==> src/rtl/key_logic_pkg.sv <==
// Shared constants and helpers for the key_logic_debounce block.
package key_logic_pkg;

    localparam logic [1:0] MODE_AND     = 2'd0;
    localparam logic [1:0] MODE_OR      = 2'd1;
    localparam logic [1:0] MODE_XOR     = 2'd2;
    localparam logic [1:0] MODE_NOR_TGL = 2'd3;

    localparam int DEB_CNT_50M = 1_000_000;

    // A one-cycle debounce still needs a 1-bit counter to compare against.
    function automatic int cnt_width(input int deb);
        return (deb > 1) ? $clog2(deb) : 1;
    endfunction

endpackage

==> src/rtl/key_debounce.sv <==
// Single-key synchroniser + debouncer: active-low pin in, active-high pressed level
// and a one-cycle press pulse out.
module key_debounce
    import key_logic_pkg::*;
#(
    parameter int DEB_CNT = DEB_CNT_50M,
    parameter int CNT_W   = cnt_width(DEB_CNT)
) (
    input  logic sys_clk,
    input  logic sys_rst_n,
    input  logic key,
    output logic key_down,
    output logic key_level
);

    localparam logic [CNT_W-1:0] CNT_LAST = CNT_W'(DEB_CNT - 1);

    logic             r_sync1;
    logic             r_sync2;
    logic             r_stable;
    logic             r_level_d;
    logic             r_down;
    logic [CNT_W-1:0] r_cnt;
    logic             w_diff;

    assign w_diff = r_sync2 != r_stable;

    always_ff @(posedge sys_clk or negedge sys_rst_n) begin
        if (!sys_rst_n) begin
            r_sync1   <= 1'b1;
            r_sync2   <= 1'b1;
            r_stable  <= 1'b1;
            r_cnt     <= '0;
            r_level_d <= 1'b0;
            r_down    <= 1'b0;
        end else begin
            r_sync1 <= key;
            r_sync2 <= r_sync1;
            // Any return to the stable level forfeits all accumulated credit.
            if (!w_diff) begin
                r_cnt <= '0;
            end else if (r_cnt == CNT_LAST) begin
                r_stable <= r_sync2;
                r_cnt    <= '0;
            end else begin
                r_cnt <= r_cnt + 1'b1;
            end
            r_level_d <= ~r_stable;
            r_down    <= ~r_stable & ~r_level_d;
        end
    end

    assign key_level = ~r_stable;
    assign key_down  = r_down;

endmodule

==> src/rtl/key_logic_debounce.sv <==
// KEY_NUM debounced keys combined by a runtime-selected logic function into a registered LED.
// Define KEY_LOGIC_TOGGLE_EN to turn mode 3 from NOR into a press-driven LED toggle.
module key_logic_debounce
    import key_logic_pkg::*;
#(
    parameter int KEY_NUM = 2,
    parameter int DEB_CNT = DEB_CNT_50M,
    parameter int CNT_W   = cnt_width(DEB_CNT)
) (
    input  logic               sys_clk,
    input  logic               sys_rst_n,
    input  logic [KEY_NUM-1:0] key,
    input  logic [1:0]         mode,
    output logic [KEY_NUM-1:0] key_down,
    output logic [KEY_NUM-1:0] key_level,
    output logic               led
);

    logic w_logic;
    logic r_led;

    for (genvar i = 0; i < KEY_NUM; i++) begin : g_key
        key_debounce #(
            .DEB_CNT (DEB_CNT),
            .CNT_W   (CNT_W)
        ) u_deb (
            .sys_clk   (sys_clk),
            .sys_rst_n (sys_rst_n),
            .key       (key[i]),
            .key_down  (key_down[i]),
            .key_level (key_level[i])
        );
    end

    always_comb begin
        w_logic = 1'b0;
        case (mode)
            MODE_AND: w_logic = &key_level;
            MODE_OR:  w_logic = |key_level;
            MODE_XOR: w_logic = ^key_level;
            default:  w_logic = ~|key_level;
        endcase
    end

    always_ff @(posedge sys_clk or negedge sys_rst_n) begin
        if (!sys_rst_n) begin
            r_led <= 1'b0;
        end else begin
`ifdef KEY_LOGIC_TOGGLE_EN
            // The LED flop doubles as toggle state, so entering mode 3 keeps its value.
            if (mode == MODE_NOR_TGL)
                r_led <= r_led ^ (|key_down);
            else
                r_led <= w_logic;
`else
            r_led <= w_logic;
`endif
        end
    end

    assign led = r_led;

endmodule

==> config.mk <==
export PLATFORM = sky130hd
export DESIGN_NAME = key_logic_debounce
export DESIGN_NICKNAME = d
export VERILOG_FILES = /design/src/rtl/key_logic_pkg.sv /design/src/rtl/key_debounce.sv /design/src/rtl/key_logic_debounce.sv
export SDC_FILE = /design/constraint.sdc
export NUM_CORES = 1
export LEC_CHECK = 0
export BUFFER_PORTS_ARGS = -buffer_cell sky130_fd_sc_hd__buf_4
export CAP_MARGIN = 20
export CELL_PAD_IN_SITES_DETAIL_PLACEMENT = 1
export CELL_PAD_IN_SITES_GLOBAL_PLACEMENT = 1
export CORE_MARGIN = 4
export CORE_UTILIZATION = 30
export DETAILED_ROUTE_END_ITERATION = 16
export GPL_TIMING_DRIVEN = 0
export PLACE_DENSITY = 0.56
export SYNTH_ARGS = -nofsm -noshare
export SYNTH_HDL_FRONTEND = slang
export SYNTH_HIERARCHICAL = 1
export SYNTH_SLANG_ARGS = --single-unit
==> constraint.sdc <==
create_clock -name sys_clk -period 2.3 [get_ports sys_clk]
set_input_delay 0.115 -clock sys_clk [delete_from_list [all_inputs] [get_ports sys_clk]]
set_output_delay 0.115 -clock sys_clk [all_outputs]
set_load 0.02 [all_outputs]
# ---- Word level (Yosys, flattened, before mapping)
# Cells that the tools add are included.
dict set report op_classes {
  add_sub_neg 2
  n_reduce_logical 7
  eq_ne 6
  bitwise 6
  muxes 5
}
# operator n
set ops {}
lappend ops {{$mux W20} 4}
lappend ops {{$add A20 B1 Y20 const B} 2}
lappend ops {{$eq A20 B20 Y1 const B} 2}
lappend ops {{$reduce_and A2 Y1} 3}
lappend ops {{$not A1 Y1} 4}
lappend ops {{$pmux W1 S3} 1}
lappend ops {{$and A1 B1 Y1} 2}
lappend ops {{$eq A2 B1 Y1 const B} 1}
lappend ops {{$eq A2 B2 Y1 const B} 1}
lappend ops {{$logic_not A2 Y1} 1}
lappend ops {{$ne A1 B1 Y1} 2}
lappend ops {{$reduce_or A2 Y1} 1}
lappend ops {{$reduce_xor A2 Y1} 1}
lappend ops {{$logic_not A1 Y1} 1}
dict set report word_totals {
  wordCells 39
  output_inout_bits 5
  inputBits 6
  ff_bits 51
}

# ---- Longest topological paths before layout
# Gate-level depths: netlist (run 1).
dict set report depth {
  word_depth 4
  ltp_mapped 6
  depth_no_buf 6
}

# ---- By module
# Netlist (run 1), hierarchy kept.
# mod cells_each n_inst area_per_inst_um2
set by_module_without_submodules {}
lappend by_module_without_submodules {key_debounce 110 2 1176.1}
lappend by_module_without_submodules {key_logic_debounce 10 1 86.3}

# ---- Worst setup path before layout (run 1)
# No wires, ideal clock.
dict set report synth_path {
  path_type {register to register}
  start {reg g_key[0].u_deb.r_cnt[0]}
  end {reg g_key[0].u_deb.r_cnt[18]}
  t_arrival_ps 1706
  synth_period_minus_slack_ps 1784
  setup_time_ps 78
  required_time_ps 2222
  slack_ps 516
  stages_incl_launch_ff 7
  cell_sequence {dfrtp_1 ha_1 nand2_1 or3_1 buf_2 or4_1 a21oi_1}
}
dict set report synth_between {
  elab_chain_cells 3
  word_cells_on_any_way 4
  cone_classes {add/sub: 1; eq/ne: 1; mux: 2}
}
# item line
set synth_lines {}
lappend synth_lines {{start, declared} key_debounce.sv:23} ;# logic [CNT_W-1:0] r_cnt;
lappend synth_lines {{start signal, assigned} key_debounce.sv:46} ;# r_cnt <= r_cnt + 1'b1;
lappend synth_lines {{$add A20 B1 Y20 / $eq A20 B20 Y1 (equally long branches)} {key_debounce.sv:46, key_debounce.sv:42}}
lappend synth_lines {{$mux W20 *} key_debounce.sv:42} ;# end else if (r_cnt == CNT_LAST) begin
lappend synth_lines {{$mux W20 *} key_debounce.sv:40} ;# if (!w_diff) begin
# Every way passes the cells marked *; elsewhere a longest branch is shown, timed or not.
# A chain may end at the register's enable or synchronous reset.

# ---- Worst setup path in the final report (run 1)
dict set report layout_path {
  start {reg g_key[1].u_deb.r_cnt[12]}
  end {reg g_key[1].u_deb.r_cnt[11]}
}
dict set report layout_between {
  elab_chain_cells 3
}
# item line
set layout_lines {}
lappend layout_lines {{start, declared} key_debounce.sv:23}
lappend layout_lines {{start signal, assigned} key_debounce.sv:46}
lappend layout_lines {{$eq A20 B20 Y1} key_debounce.sv:42}
lappend layout_lines {{$mux W20} key_debounce.sv:42}
lappend layout_lines {{$mux W20} key_debounce.sv:40}
# No other way between the ends.

==> metrics.yaml, run 1 <==
yosysWarnings: 6
placementRows: 32
die_x_um: 98.2
start_util: 0.312
wl_per_cell_um: 14.6
cts.clk_slew.worst_paths_ps: 100
grt.total_usage: 0.116
dieArea_mm2: 0.00964
cts_max_level: 2
critPathKind: "flip-flop to flip-flop"
ir_drop_v: 0.000283
hold_end: "led"
grt_pass1_wl_um: 9200
switching_share: 0.237
p_leak_nw: 1.19
power_frac_seq: 0.612
startpoint_type: "flip-flop"
power_density_mw_per_mm2: 539
root_buffer: "clkbuf_8"
cts.path.max_buffers: 2
worstHoldStart: "mode[0]"
cp_cell_sequence: "nor4b_1, nand2_1, o41ai_4, buf_2, nor2_1"
dr.first_iter.drc_count: 83
cts_tree: "done"
route.top_layer_used: "met4"
reg2reg_setup_slack_ps: 200
diodes: 0
syn-cell-area_mm2: 0.00244
drv_cap: 0
drt-total-wl_um: 5230
critPathMaxFanout: 10
clkPwrFrac: 0.340
vias: 1780
cts_resized: 0
hold_path_depth: 4
fin_worst_skew_ps: 9.07
met3WireLength_um: 121
reg2reg_depth: 5
antenna_found_initial: 0
globalplace.congestion: 0.699
grt_overflow: 0
grt_pass1_vias: 1887
synth_cells: 230
slew_viol_final: 0
ios: 11
grt_max_degree: 52
area_delta_synth_final_pct: 14.6
synth-seq-cells: 51
die_height_um: 98.2
synth_seq_area_share: 0.526
end_kind: "flip-flop"
ys_types: 26
rr_endpoint: "g_key[1].u_deb/r_cnt[11]"
hpwlAfterDp_um: 3490
max-slew-margin-rel: 0.557
clk_latency_ps: 300
port_buffers: 10
core_mm2: 0.00781
cts_buffers: 5
max_slew.worst_pin.slew_ps: 664
setup_viol: 0
max_freq_mhz: 476
wl_met2_um: 2400
via_per_inst: 4.97
cts_num_sinks: 51
finalHoldViolations: 0
worstHoldPathType: "input pin to flip-flop"
r2r_start: "g_key[1].u_deb/r_cnt[12]"
rsz0062_at_grt: "no"
critical_path_arrival_ps: 2280
finalCritPeriodShare: 0.914
required_ps: 2480
slowest_stage: "o41ai_4"
first_pass_iters: 4
finalPower_w: 0.00151
p_comb_frac: 0.048
drc: 0
setup_tns_ps: 0
power.switching_w: 0.000357
syn_avg_cell_area_um2: 10.6
syn_nets: 240
drt-met1-wl_um: 2640
antenna_left: 0
cpPeakStageDelay_ps: 560
period_needed_ps: 2100
drive_gt1_frac: 0.156
p_int_w: 0.00115
status: "finished clean"
nNetsFinal: 265
-- routing by layer --
layer,track usage,up-vias
met5,0,-
met1,0.161,889
met4,0.0347,0
met3,0.0236,5
met2,0.184,15
li1,-,871
-- Yosys cell counts (all sizes together) --
library cell,instances,share of area
or4,6,0.018
o41ai,2,0.023
nand4b,2,0.0072
buf,6,0.012
inv,4,0.0062
dfrtp,45,0.46
nor4,4,0.010
xnor2,10,0.036
nand4,2,0.0051
nor4b,4,0.014
o21ai,10,0.021
mux2,3,0.014
o31ai,4,0.012
xor2,16,0.057
dfstp,6,0.065
and4,8,0.029
nor2,30,0.046
nand2,18,0.028
nand3,16,0.043
or3,10,0.026
and3,8,0.021
a21oi,12,0.025
ha,4,0.021
-- worst max-delay path, delay by kind of cell (launching register included) --
kind,cells,cell delay [ps]
and+or+nand+nor,3,640
buffers and inverters,1,350
DFF,1,440
AOI/OAI and AO/OA,1,560
-- registers in the layout, summed over array words and instances (netlist names) --
name	cells
g_key.u_deb/key_down	2
g_key.u_deb/r_level_d	2
g_key.u_deb/r_cnt	40
g_key.u_deb/r_stable	2
g_key.u_deb/r_sync2	2
led	1
g_key.u_deb/r_sync1	2
-- power groups by stage --
stage	Combinational (W)	Clock (W)	Sequential [W]
after floorplan	0.0000264	0	0.000938
after global placement	0.0000643	0	0.000939
after detailed placement	0.0000648	0	0.000940
after CTS	0.0000705	0.000534	0.000922
after global routing	0.0000843	0.000566	0.000925
final	0.0000725	0.000512	0.000923
-- kinds of logic (layout without fill, tap and decap cells) --
logic type / after synthesis / after routing / synth area share
buffers and inverters: 10 / 36 / 0.0185
muxes: 3 / 3 / 0.0139
and+or+nand+nor: 108 / 108 / 0.247
AOI/OAI and AO/OA: 28 / 28 / 0.0800
DFF: 51 / 51 / 0.526
xor gates and xnor gates: 26 / 26 / 0.0934
adders and majority gates: 4 / 4 / 0.0205
-- final cells by class --
class | instances | area, um^2
clock inverters | 3 | 15.0
clock buffers | 5 | 68.8
well taps | 102 | 128
flip-flops and latches | 51 | 1280
multi-input cells | 169 | 1110
fillers | 895 | 5010
plain buffers | 6 | 30.0
repair buffers | 18 | 145
inverters | 4 | 15.0
-- repair_timing --
action | 4_1_cts | 5_1_grt
hold endpoints to repair | 48 | 0
hold buffers | 4 | 0
setup endpoints to repair | 0 | 20
buffers inserted | 0 | 4
-- per-stage QoR --
step	std cells	setup WS (ps)	instance area (um^2)	hold WS, ps	utilization
floorplan	230	516	2440	-181	-
global placement	342	135	2640	204	0.338
detailed placement	342	92.3	2640	197	0.338
CTS	354	81.4	2770	88.6	0.354
global route	358	16.7	2800	116	0.358
finish	358	197	2800	99.0	0.358
-- worst max-delay path by stage --
stage                              from  cells past startpoint  slack (ps)                  endpoint
3_5_place_dp   g_key[1].u_deb/r_cnt[12]                      5          90   g_key[1].u_deb/r_cnt[6]
6_report       g_key[1].u_deb/r_cnt[12]                      5         200  g_key[1].u_deb/r_cnt[11]
3_3_place_gp   g_key[1].u_deb/r_cnt[12]                      5         140   g_key[1].u_deb/r_cnt[6]
5_1_grt        g_key[1].u_deb/r_cnt[12]                      5          20   g_key[1].u_deb/r_cnt[6]
2_1_floorplan   g_key[0].u_deb/r_cnt[0]                      6         520  g_key[0].u_deb/r_cnt[18]
4_1_cts        g_key[1].u_deb/r_cnt[12]                      5          80   g_key[1].u_deb/r_cnt[6]
-- cell usage in the layout (no fill, tap or decap), types with 6 or more instances in the layout --
cell / count
dfstp_2: 6
nand2_1: 18
or3_1: 10
dfrtp_1: 45
and3_1: 8
buf_4: 14
o21ai_0: 9
nand3_1: 14
a21oi_1: 12
and4_1: 8
or4_1: 6
xor2_1: 16
nor2_1: 30
xnor2_1: 10
buf_2: 6
No activity file was read; power rests on OpenSTA's default activity.
==> run 2: changes to the inputs <==
--- a/config.mk
+++ b/config.mk
@@ -13,7 +13,7 @@
 export CORE_UTILIZATION = 30
 export DETAILED_ROUTE_END_ITERATION = 16
 export GPL_TIMING_DRIVEN = 0
-export PLACE_DENSITY = 0.56
+export PLACE_DENSITY_LB_ADDON = 0.1
 export SYNTH_ARGS = -nofsm -noshare
 export SYNTH_HDL_FRONTEND = slang
 export SYNTH_HIERARCHICAL = 1
==> constraint.sdc (replaced) <==
create_clock -name sys_clk -period 2.3 [get_ports sys_clk]
set_input_delay 0.115 -clock sys_clk [delete_from_list [all_inputs] [get_ports sys_clk]]
set_output_delay 0.115 -clock sys_clk [all_outputs]
set_load 0.05 [all_outputs]
==> run 2 against run 1 <==
Effect of this change:
- sequential power hardly changed
- first-iteration DRC count is 8.4% lower
- via count is 1.3% higher
- count of clock-buffer cells in the layout is 2 higher
- flip-flop and latch count stayed put
- global-route usage is 0.11 points higher
- clock power is 11% higher
- sequential share of layout area is 0.12 points lower
- final cell count is 0.56% lower
==> metrics.yaml, run 2 (synthesis results as in run 1) <==
critical_path_arrival_ps: 2270
largest_reg_flops: 40
max_flop_register: "g_key.u_deb/r_cnt"
die_height_um: 98.2
port_buffers: 10
cp_cell_sequence: "nor4b_1, nand2_1, o41ai_4, clkbuf_4, nor2_1"
wl_per_cell_um: 14.6
cts_num_sinks: 51
drv_cap: 0
max-slew-margin-rel: 0.560
area_delta_synth_final_pct: 14.9
place_ws_ps: 123
clk_latency_ps: 300
worstHoldPathType: "input pin to flip-flop"
dr.first_iter.drc_count: 76
cts_buffers: 5
slowest_stage: "o41ai_4"
nNetsFinal: 263
dieArea_mm2: 0.00964
p_leak_nw: 1.19
drive_gt1_frac: 0.150
cts.path.max_buffers: 2
instances_no_fill: 356
ir_drop_v: 0.000346
period_needed_ps: 2080
setup_ws_ps: 221
final_common_cell: "dfrtp_1"
grt_pass1_wl_um: 9220
antenna_left: 0
first_pass_iters: 4
numPlacedInstances: 342
setup_tns_ps: 0
max_slew.worst_pin.slew_ps: 658
root_buffer: "clkbuf_8"
placementRows: 32
drc: 0
setup_viol: 0
grt_max_degree: 52
slew_viol_final: 0
cts_tree: "done"
finalCritPeriodShare: 0.904
via_per_inst: 5.07
drt-total-wl_um: 5200
required_ps: 2490
hpwlAfterDp_um: 3560
grt.total_usage: 0.117
cts.clk_slew.worst_paths_ps: 90
cts_max_level: 2
grt_pass1_vias: 1842
fin_worst_skew_ps: 9.70
core_mm2: 0.00781
power_density_mw_per_mm2: 557
die_x_um: 98.2
diodes: 0
start_util: 0.312
critPathKind: "flip-flop to flip-flop"
vias: 1804
ios: 11
grt_overflow: 0
status: "finished clean"
hold_slack_ps: 108
rsz0062_at_grt: "no"
finalHoldViolations: 0
globalplace.congestion: 0.702
cpPeakStageDelay_ps: 560
end_kind: "flip-flop"
antenna_found_initial: 0
layout_common_cells: "45 x dfrtp_1, 30 x nor2_1, 18 x nand2_1"
max_freq_mhz: 481
startpoint_type: "flip-flop"
critPathMaxFanout: 10
==> run 2: final timing paths <==
| path | cells after the start | from | endpoint | slack, ps |
|---|---|---|---|---|
| worst max-delay path | 5 | g_key[1].u_deb/r_cnt[12] | g_key[1].u_deb/r_cnt[10] | 220 |
| worst min register to register | 0 | g_key[1].u_deb/r_sync1 | g_key[1].u_deb/r_sync2 | 360 |
| max in group asynchronous | 2 | sys_rst_n | g_key[1].u_deb/r_cnt[2] | 1470 |
| worst min-delay path | 4 | mode[0] | led | 110 |
| min in group asynchronous | 2 | sys_rst_n | g_key[0].u_deb/r_cnt[7] | 370 |
| worst max register to register | 5 | g_key[1].u_deb/r_cnt[12] | g_key[1].u_deb/r_cnt[10] | 220 |
==> run 2: area by class of cell <==
class                   count  area [um^2]
fillers                   899         5000
flip-flops and latches     51         1280
multi-input cells         169         1110
repair buffers             16          130
well taps                 102          128
clock buffers               7         96.3
plain buffers               6         32.5
inverters                   4         15.0
clock inverters             1         7.51
==> run 2: through the flow <==
stage                     cell area (um^2)  total power (W)   util
after CTS                             2790          0.00159  0.357
after global routing                  2800          0.00165  0.359
after global placement                2640          0.00101  0.338
after detailed placement              2640          0.00101  0.338
after floorplan                       2440         0.000967      -
final                                 2800          0.00156  0.359
==> run 2: worst max-delay path: cells and delay by family, from the launching register on <==
kind / cells / cell delay, ps
flip-flops: 1 / 450
buffers and inverters: 1 / 360
AO/OA/AOI/OAI: 1 / 560
AND/OR/NAND/NOR: 3 / 600
==> run 2: metal layers <==
metal,up-vias,GRT usage,part of all wire
met5,-,0,0
met4,0,0.0315,0.012
met3,5,0.0236,0.026
met2,18,0.186,0.45
met1,921,0.165,0.52
li1,860,-,-
==> run 2: power by group <==
group          internal (W)  switching (W)  total [W]  leakage, nW
logic             0.0000272      0.0000445  0.0000717        0.462
registers          0.000912      0.0000107   0.000923        0.674
clock network      0.000274       0.000294   0.000568       0.0505
==> run 2: what timing repair did <==
action,CTS,global route
hold endpoints to repair,48,0
endpoints found under the setup margin,0,17
hold buffers,4,0
resized for setup,0,1
setup buffers,0,2
